$ cat src/rtl/rom_responder.sv
// rom_responder: bus-side ROM responder for a 4-bit CPU with a multiplexed
// instruction/data bus. It follows the 8-phase machine cycle
// (A1 A2 A3 M1 M2 X1 X2 X3) and latches the 12-bit address. When the A3
// nibble matches CHIP_ID it returns the addressed opcode as two nibbles in
// M1 and M2. It also snoops SRC, WRR and RDR to serve a 4-bit I/O port.
//
// Ports:
//   clock, reset_n          rising-edge clock, synchronous active-low reset
//   sync                    marks the A1 clock of every machine cycle
//   cm_rom                  CPU ROM command line (M2/X2 of I/O ops and SRC)
//   data_in                 bus nibble driven by the CPU
//   data_out, data_oe       nibble driven back onto the bus, and its enable
//   io_in, io_out           I/O port input pins and registered output latch
//   prog_we/addr/data       ROM load port (256 x 8)
module rom_responder #(
    parameter logic [3:0] CHIP_ID = 4'h0
) (
    input  logic       clock,
    input  logic       reset_n,
    input  logic       sync,
    input  logic       cm_rom,
    input  logic [3:0] data_in,
    output logic [3:0] data_out,
    output logic       data_oe,
    input  logic [3:0] io_in,
    output logic [3:0] io_out,
    input  logic       prog_we,
    input  logic [7:0] prog_addr,
    input  logic [7:0] prog_data
);

    typedef enum logic [2:0] {
        PhA1 = 3'd0,
        PhA2 = 3'd1,
        PhA3 = 3'd2,
        PhM1 = 3'd3,
        PhM2 = 3'd4,
        PhX1 = 3'd5,
        PhX2 = 3'd6,
        PhX3 = 3'd7
    } phase_e;

    localparam logic [3:0] OpWrr = 4'h2;
    localparam logic [3:0] OpRdr = 4'hA;

    phase_e     phase_q, phase_d, cur_phase;
    logic       valid_q, valid_d, cur_valid;
    logic       abort;
    logic [2:0] phase_inc;

    logic [7:0] rom_mem [256];
    logic [3:0] addr_lo_q, addr_mid_q;
    logic [7:0] opcode_q;
    logic       sel_q;
    logic       src_pend_q;
    logic       io_op_vld_q;
    logic [3:0] io_op_q;
    logic       io_sel_q;
    logic [3:0] io_out_q;

    // ROM storage is never reset so its contents survive a bus reset.
    always_ff @(posedge clock) begin
        if (prog_we) begin
            rom_mem[prog_addr] <= prog_data;
        end
    end

    // sync overrides the tracked phase: the current clock is A1 regardless.
    always_comb begin
        cur_valid = sync | valid_q;
        cur_phase = sync ? PhA1 : phase_q;
        abort     = sync & valid_q & (phase_q != PhA1);
    end

    // Phase state register.
    always_ff @(posedge clock) begin
        if (!reset_n) begin
            valid_q <= 1'b0;
            phase_q <= PhA1;
        end else begin
            valid_q <= valid_d;
            phase_q <= phase_d;
        end
    end

    // Next phase; X3 + 1 wraps to A1 so free-running cycles need no sync.
    always_comb begin
        phase_inc = cur_phase + 3'd1;
        valid_d   = cur_valid;
        phase_d   = phase_e'(phase_inc);
    end

    // Address capture and opcode fetch. The fetch reads the array with a
    // non-blocking assignment, so a write on the same edge is not seen.
    always_ff @(posedge clock) begin
        if (cur_valid) begin
            if (cur_phase == PhA1) addr_lo_q  <= data_in;
            if (cur_phase == PhA2) addr_mid_q <= data_in;
            if (cur_phase == PhA3) opcode_q   <= rom_mem[{addr_mid_q, addr_lo_q}];
        end
    end

    // Chip select, pending I/O decode and I/O port state.
    always_ff @(posedge clock) begin
        if (!reset_n) begin
            sel_q       <= 1'b0;
            src_pend_q  <= 1'b0;
            io_op_vld_q <= 1'b0;
            io_op_q     <= 4'h0;
            io_sel_q    <= 1'b0;
            io_out_q    <= 4'h0;
        end else if (cur_valid) begin
            // An aborted cycle must not complete its pending I/O action.
            if (abort) begin
                src_pend_q  <= 1'b0;
                io_op_vld_q <= 1'b0;
            end
            case (cur_phase)
                PhA3: sel_q <= (data_in == CHIP_ID);
                PhM2: begin
                    // SRC may address another chip's port, so no sel here.
                    src_pend_q  <= cm_rom && (opcode_q[7:4] == 4'h2) && opcode_q[0];
                    io_op_vld_q <= sel_q && cm_rom && (opcode_q[7:4] == 4'hE);
                    io_op_q     <= opcode_q[3:0];
                end
                PhX2: begin
                    if (src_pend_q && cm_rom) begin
                        io_sel_q <= (data_in == CHIP_ID);
                    end
                    if (io_op_vld_q && (io_op_q == OpWrr) && io_sel_q) begin
                        io_out_q <= data_in;
                    end
                end
                default: ;
            endcase
        end
    end

    // Bus drive: M1/M2 opcode nibbles when selected, X2 port read for RDR.
    always_comb begin
        data_oe  = 1'b0;
        data_out = 4'h0;
        if (cur_valid) begin
            case (cur_phase)
                PhM1: begin
                    if (sel_q) begin
                        data_oe  = 1'b1;
                        data_out = opcode_q[7:4];
                    end
                end
                PhM2: begin
                    if (sel_q) begin
                        data_oe  = 1'b1;
                        data_out = opcode_q[3:0];
                    end
                end
                PhX2: begin
                    if (io_op_vld_q && (io_op_q == OpRdr) && io_sel_q) begin
                        data_oe  = 1'b1;
                        data_out = io_in;
                    end
                end
                default: ;
            endcase
        end
    end

    assign io_out = io_out_q;

endmodule
$ cat config.mk
export PLATFORM = sky130hd
export DESIGN_NAME = rom_responder
export DESIGN_NICKNAME = d
export VERILOG_FILES = /design/src/rtl/rom_responder.sv
export SDC_FILE = /design/constraint.sdc
export NUM_CORES = 2
export LEC_CHECK = 0
export BUFFER_PORTS_ARGS = -buffer_cell sky130_fd_sc_hd__buf_2
export CORE_MARGIN = 1
export CORE_UTILIZATION = 60
export CTS_CLUSTER_SIZE = 12
export DETAILED_ROUTE_END_ITERATION = 7
export GPL_TIMING_DRIVEN = 0
export HOLD_SLACK_MARGIN = 0.05
export PLACE_DENSITY = 0.76
export SYNTH_ARGS = -nofsm -noshare
export SYNTH_HDL_FRONTEND = slang
export SYNTH_SLANG_ARGS = --single-unit
$ cat constraint.sdc
create_clock -name clock -period 2.8 [get_ports clock]
set_input_delay 0 -clock clock [delete_from_list [all_inputs] [get_ports clock]]
set_output_delay 0 -clock clock [all_outputs]
set_load 0.02 [all_outputs]
==> results list <==
* Most common cell after layout, fill and taps aside: sky130_fd_sc_hd__edfxtp_1
- Cell-by-cell listing of the critical path: inv_2, buf_2, nand2_2, a21oi_1, o32ai_4, a211oi_4
- Logic depth of the worst path, buffers included: 6
* Synthesized-area fraction occupied by xor and xnor cells: 0%
- In this run the worst path has a maximum fanout of 10.
- Total global routing overflow: 0
- Counting every sink on the clock net gives 2080.
- Net switching is 23.4% of the power.
* Floorplan die width: 369 µm
* Failing checks: design-rule violations, max-capacitance violations, max-slew violations, negative setup slack
- Kind of critical path: flip-flop to flip-flop
* Final Util: 69.7%
- Worst path buffer plus inverter count: 2
- Setup repair after global routing missed its margin: true
* TritonCTS clock tree: built
- After clock tree synthesis, the clock-pin slew on the worst setup and hold paths is 0.06 ns.
- WL final: 261 mm
* Area of all placed cells without fillers: 93200 µm²
* DR vias: 46267
- In this run the critical register-to-register path is launched from addr_lo_q[3].
* Vias in the first global route: 43660
* Crit Reg-Reg Endpoint: opcode_q[7]
* First drt pass iteration count: 8
- CP max stage cell: sky130_fd_sc_hd__a21oi_1
* Initial antenna violation count: 21
- Post-DP HPWL: 164 mm
- Fin crit share: 117%
- Net switching power of the design: 15.3 mW
* Mean cell area of the mapped netlist: 20.4 µm²
* Port Buf Inserts: 32
* Share of synthesized registers carrying an async set or reset: 0%
- For flop-to-flop paths, the worst setup slack is -0.48 ns.
- Static leakage: 29.3 nW
- Number of instances in the placed design: 5768
- Headroom to the max-slew limit came out at -16.8%.
- For this configuration, the core starts out at a cell density of 60.6%.
* Number of enable-type register cells in the synthesized netlist: 2064
- The min-delay analysis places its worst path in the category input pin to flip-flop.
- Sum of negative setup slack: -35.55 ns
* Maximum vdd ir drop: 538 µV
* Clock latency on the worst-skew pair: 0.87 ns
* Post-synthesis share of cell area spent on full adders, half adders and majority gates: 0.0773%
* Nets: 4356
- From synthesis to final layout, the design area changed by 15.1%.
* GR Util All Layers: 38.3%
- Number of CTS-inserted buffers: 202
- The critical path ends at opcode_q[7].
* Min cycle time layout: 3.28 ns
- Routed wire per std cell: 42.1 µm
* Skew final: 0.0413 ns
* Deepest clock path buffer count: 3
* Core area: 134000 µm²
* Power per standard cell area: 699 nW/µm²
* Power share of the clock group: 38.2%
- Summing every instance area after synthesis gives 80900 µm².
- Among cell families on the critical path, the largest total delay comes from compound AO/OA/AOI/OAI gates.
- Launching element type of the critical path: flip-flop
* Delay of the slowest cell on the worst path: 0.59 ns
* Outcome: complete, but fails checks
* Pre-CTS setup slack: -2.41 ns
- For the pin with the worst max-slew slack, the measured transition is 1.75 ns.
* Endpoints failing setup: 279
* Global-route wire length before repair: 350 mm
- Dividing the detail-routed via count by the number of cells gives 7.46.
- After technology mapping, the gate count stands at 3958.
- Compound-cell area share of the yosys netlist: 4.04%
- For this run, the top clock speed supported by timing is 305 MHz.
- Count of synthesis-stage warnings from yosys: 0
- At the worst endpoint, the arrival time is 3.92 ns.
- Internal power: 49.8 mW
* Instance area at placement: 83700 µm²
- Among all flip-flop cells after synthesis, the most frequent one is sky130_fd_sc_hd__edfxtp_1.
- Main combinational cell family by area after synthesis: multiplexers
- Commonest non-fill, non-tap cells in the layout: sky130_fd_sc_hd__edfxtp_1, sky130_fd_sc_hd__mux4_2, sky130_fd_sc_hd__nor2_1
- Launch point of the worst path: addr_lo_q[3]
* Flip-flop and latch count after synthesis: 2080
- H-tree depth: 4
- Fill cells in the final layout number 7692.
- The die covers 136000 µm².
* Tot Pwr: 65.1 mW
- The max-slew violation count came to 46.
- Summing the areas of all and, or, nand and nor instances in the mapped netlist gives 2.87% of the synthesized area.
- The tree is rooted in a sky130_fd_sc_hd__clkbuf_16.
* Site row count: 134
- Counting distinct cell types in the post-synthesis netlist gives 65.
- Reg2reg path depth: 6
* Mux cell area share after synthesis: 14.2%
- Max-cap violations in this run came to 4.
- Share of the yosys chip area belonging to registers: 77.0%
- The number of nets handed over by synthesis was 3992.
- At the end of routability-driven placement, the weighted congestion stood at 1.04.
* Sequential share of power: 52.8%
- Final worst hold slack: 0.109 ns
* CP endpoint kind: flip-flop
- Final antenna-violating net count: 0
* Combinational share of power: 9.0%
- Maximum number of pins on one net before global-route repair: 157
* Data required time at the worst endpoint: 3.44 ns
- In the final layout, the share of cells above drive strength 1 is 26.6%.
* Worst Setup Slack, final: -0.481 ns
* DRC violation count after routing: 18
- # IOs: 38
- The die is 369 µm tall.
- Final hold violations: 0
* Cell Count, Final, Fillers Out: 6200
- The detailed router finished its first iteration with 9211 violations.
## worst reg2reg max path, stage by stage, from the launching register on
cell                       delay (ns)
sky130_fd_sc_hd__edfxtp_1        0.48
sky130_fd_sc_hd__inv_2           0.37
sky130_fd_sc_hd__buf_2           0.53
sky130_fd_sc_hd__nand2_2         0.46
sky130_fd_sc_hd__a21oi_1         0.60
sky130_fd_sc_hd__o32ai_4         0.20
sky130_fd_sc_hd__a211oi_4        0.41
## kinds of logic after synthesis
family                     Yosys count
AOI/OAI and AO/OA                  470
adders and majority gates            5
buffers and inverters              246
DFF                               2080
muxes                              618
and+or+nand+nor                    539
## registers in the layout (all words and copies together), names as in the netlist
name         flops
addr_lo_q        4
addr_mid_q       4
io_op_q          4
io_op_vld_q      1
io_out           4
io_sel_q         1
opcode_q         8
phase_q          3
rom_mem       2048
sel_q            1
src_pend_q       1
valid_q          1
## worst min path at each step
| stage | startpoint | end | slack, ns | cells after the start |
|---|---|---|---|---|
| final | data_in[1] | sel_q | 0.11 | 5 |
| after global routing | prog_addr[1] | rom_mem[151][3] | 0.17 | 3 |
| after CTS | data_in[1] | sel_q | 0.06 | 5 |
| after detailed placement | data_in[0] | addr_lo_q[0] | 0.25 | 1 |
| after global placement | data_in[2] | addr_mid_q[2] | 0.25 | 1 |
| after floorplan | data_in[0] | addr_lo_q[0] | 0.1 | 0 |
## layout make-up
class / instances / area [µm²] / area share [%]
Tap cell: 1768 / 2210 / 2.37
Clock buffer: 256 / 5300 / 5.69
Inverter: 10 / 42.5 / 0.0457
Antenna cell: 12 / 30.0 / 0.0322
Buffer: 231 / 2640 / 2.83
Timing Repair Buffer: 165 / 1720 / 1.85
Multi-Input combinational cell: 1632 / 18500 / 19.9
Clock inverter: 46 / 410 / 0.440
Sequential cell: 2080 / 62300 / 66.9
## timing repair
action / in CTS / in global routing
hold buffers: 30 / 0
pin swaps: 34 / 44
hold endpoints to repair: 1312 / 0
endpoints found under the setup margin: 20 / 153
buffers inserted: 31 / 59
cloned: 0 / 3
gates resized for setup: 477 / 159
## power by group through the flow
| stage | sequential (mW) | clock (mW) | combinational, mW |
|---|---|---|---|
| 6_report | 34.3 | 24.9 | 5.88 |
| 3_5_place_dp | 35.0 | 0 | 4.65 |
| 5_1_grt | 34.3 | 25.8 | 5.81 |
| 3_3_place_gp | 35.1 | 0 | 4.54 |
| 4_1_cts | 34.3 | 24.6 | 5.25 |
| 2_1_floorplan | 35.0 | 0 | 2.30 |
## cells in the mapped netlist, types with 30 or more instances
| library cell | n | area share (%) |
|---|---|---|
| sky130_fd_sc_hd__a21oi_1 | 92 | 0.57 |
| sky130_fd_sc_hd__o21ai_0 | 39 | 0.24 |
| sky130_fd_sc_hd__buf_6 | 32 | 0.45 |
| sky130_fd_sc_hd__o221ai_1 | 36 | 0.39 |
| sky130_fd_sc_hd__nor2_1 | 303 | 1.4 |
| sky130_fd_sc_hd__mux4_2 | 426 | 12 |
| sky130_fd_sc_hd__mux2i_1 | 192 | 2.4 |
| sky130_fd_sc_hd__o22ai_1 | 38 | 0.29 |
| sky130_fd_sc_hd__nand2_1 | 104 | 0.48 |
| sky130_fd_sc_hd__nand3_1 | 35 | 0.22 |
| sky130_fd_sc_hd__nor2b_1 | 30 | 0.23 |
| sky130_fd_sc_hd__clkbuf_1 | 101 | 0.47 |
| sky130_fd_sc_hd__edfxtp_1 | 2064 | 77 |
| sky130_fd_sc_hd__buf_2 | 61 | 0.38 |
| sky130_fd_sc_hd__a22oi_1 | 126 | 1.2 |
## per-layer routing
| metal | GRT usage, % | share of wire (%) | vias to the layer above |
|---|---|---|---|
| met2 | 53.6 | 43 | 4721 |
| li1 | - | - | 17141 |
| met4 | 23.2 | 7.0 | 36 |
| met5 | 0 | 0.12 | - |
| met3 | 16.6 | 17 | 951 |
| met1 | 49.9 | 32 | 23418 |
No activity file was read; power rests on OpenSTA's default activity.
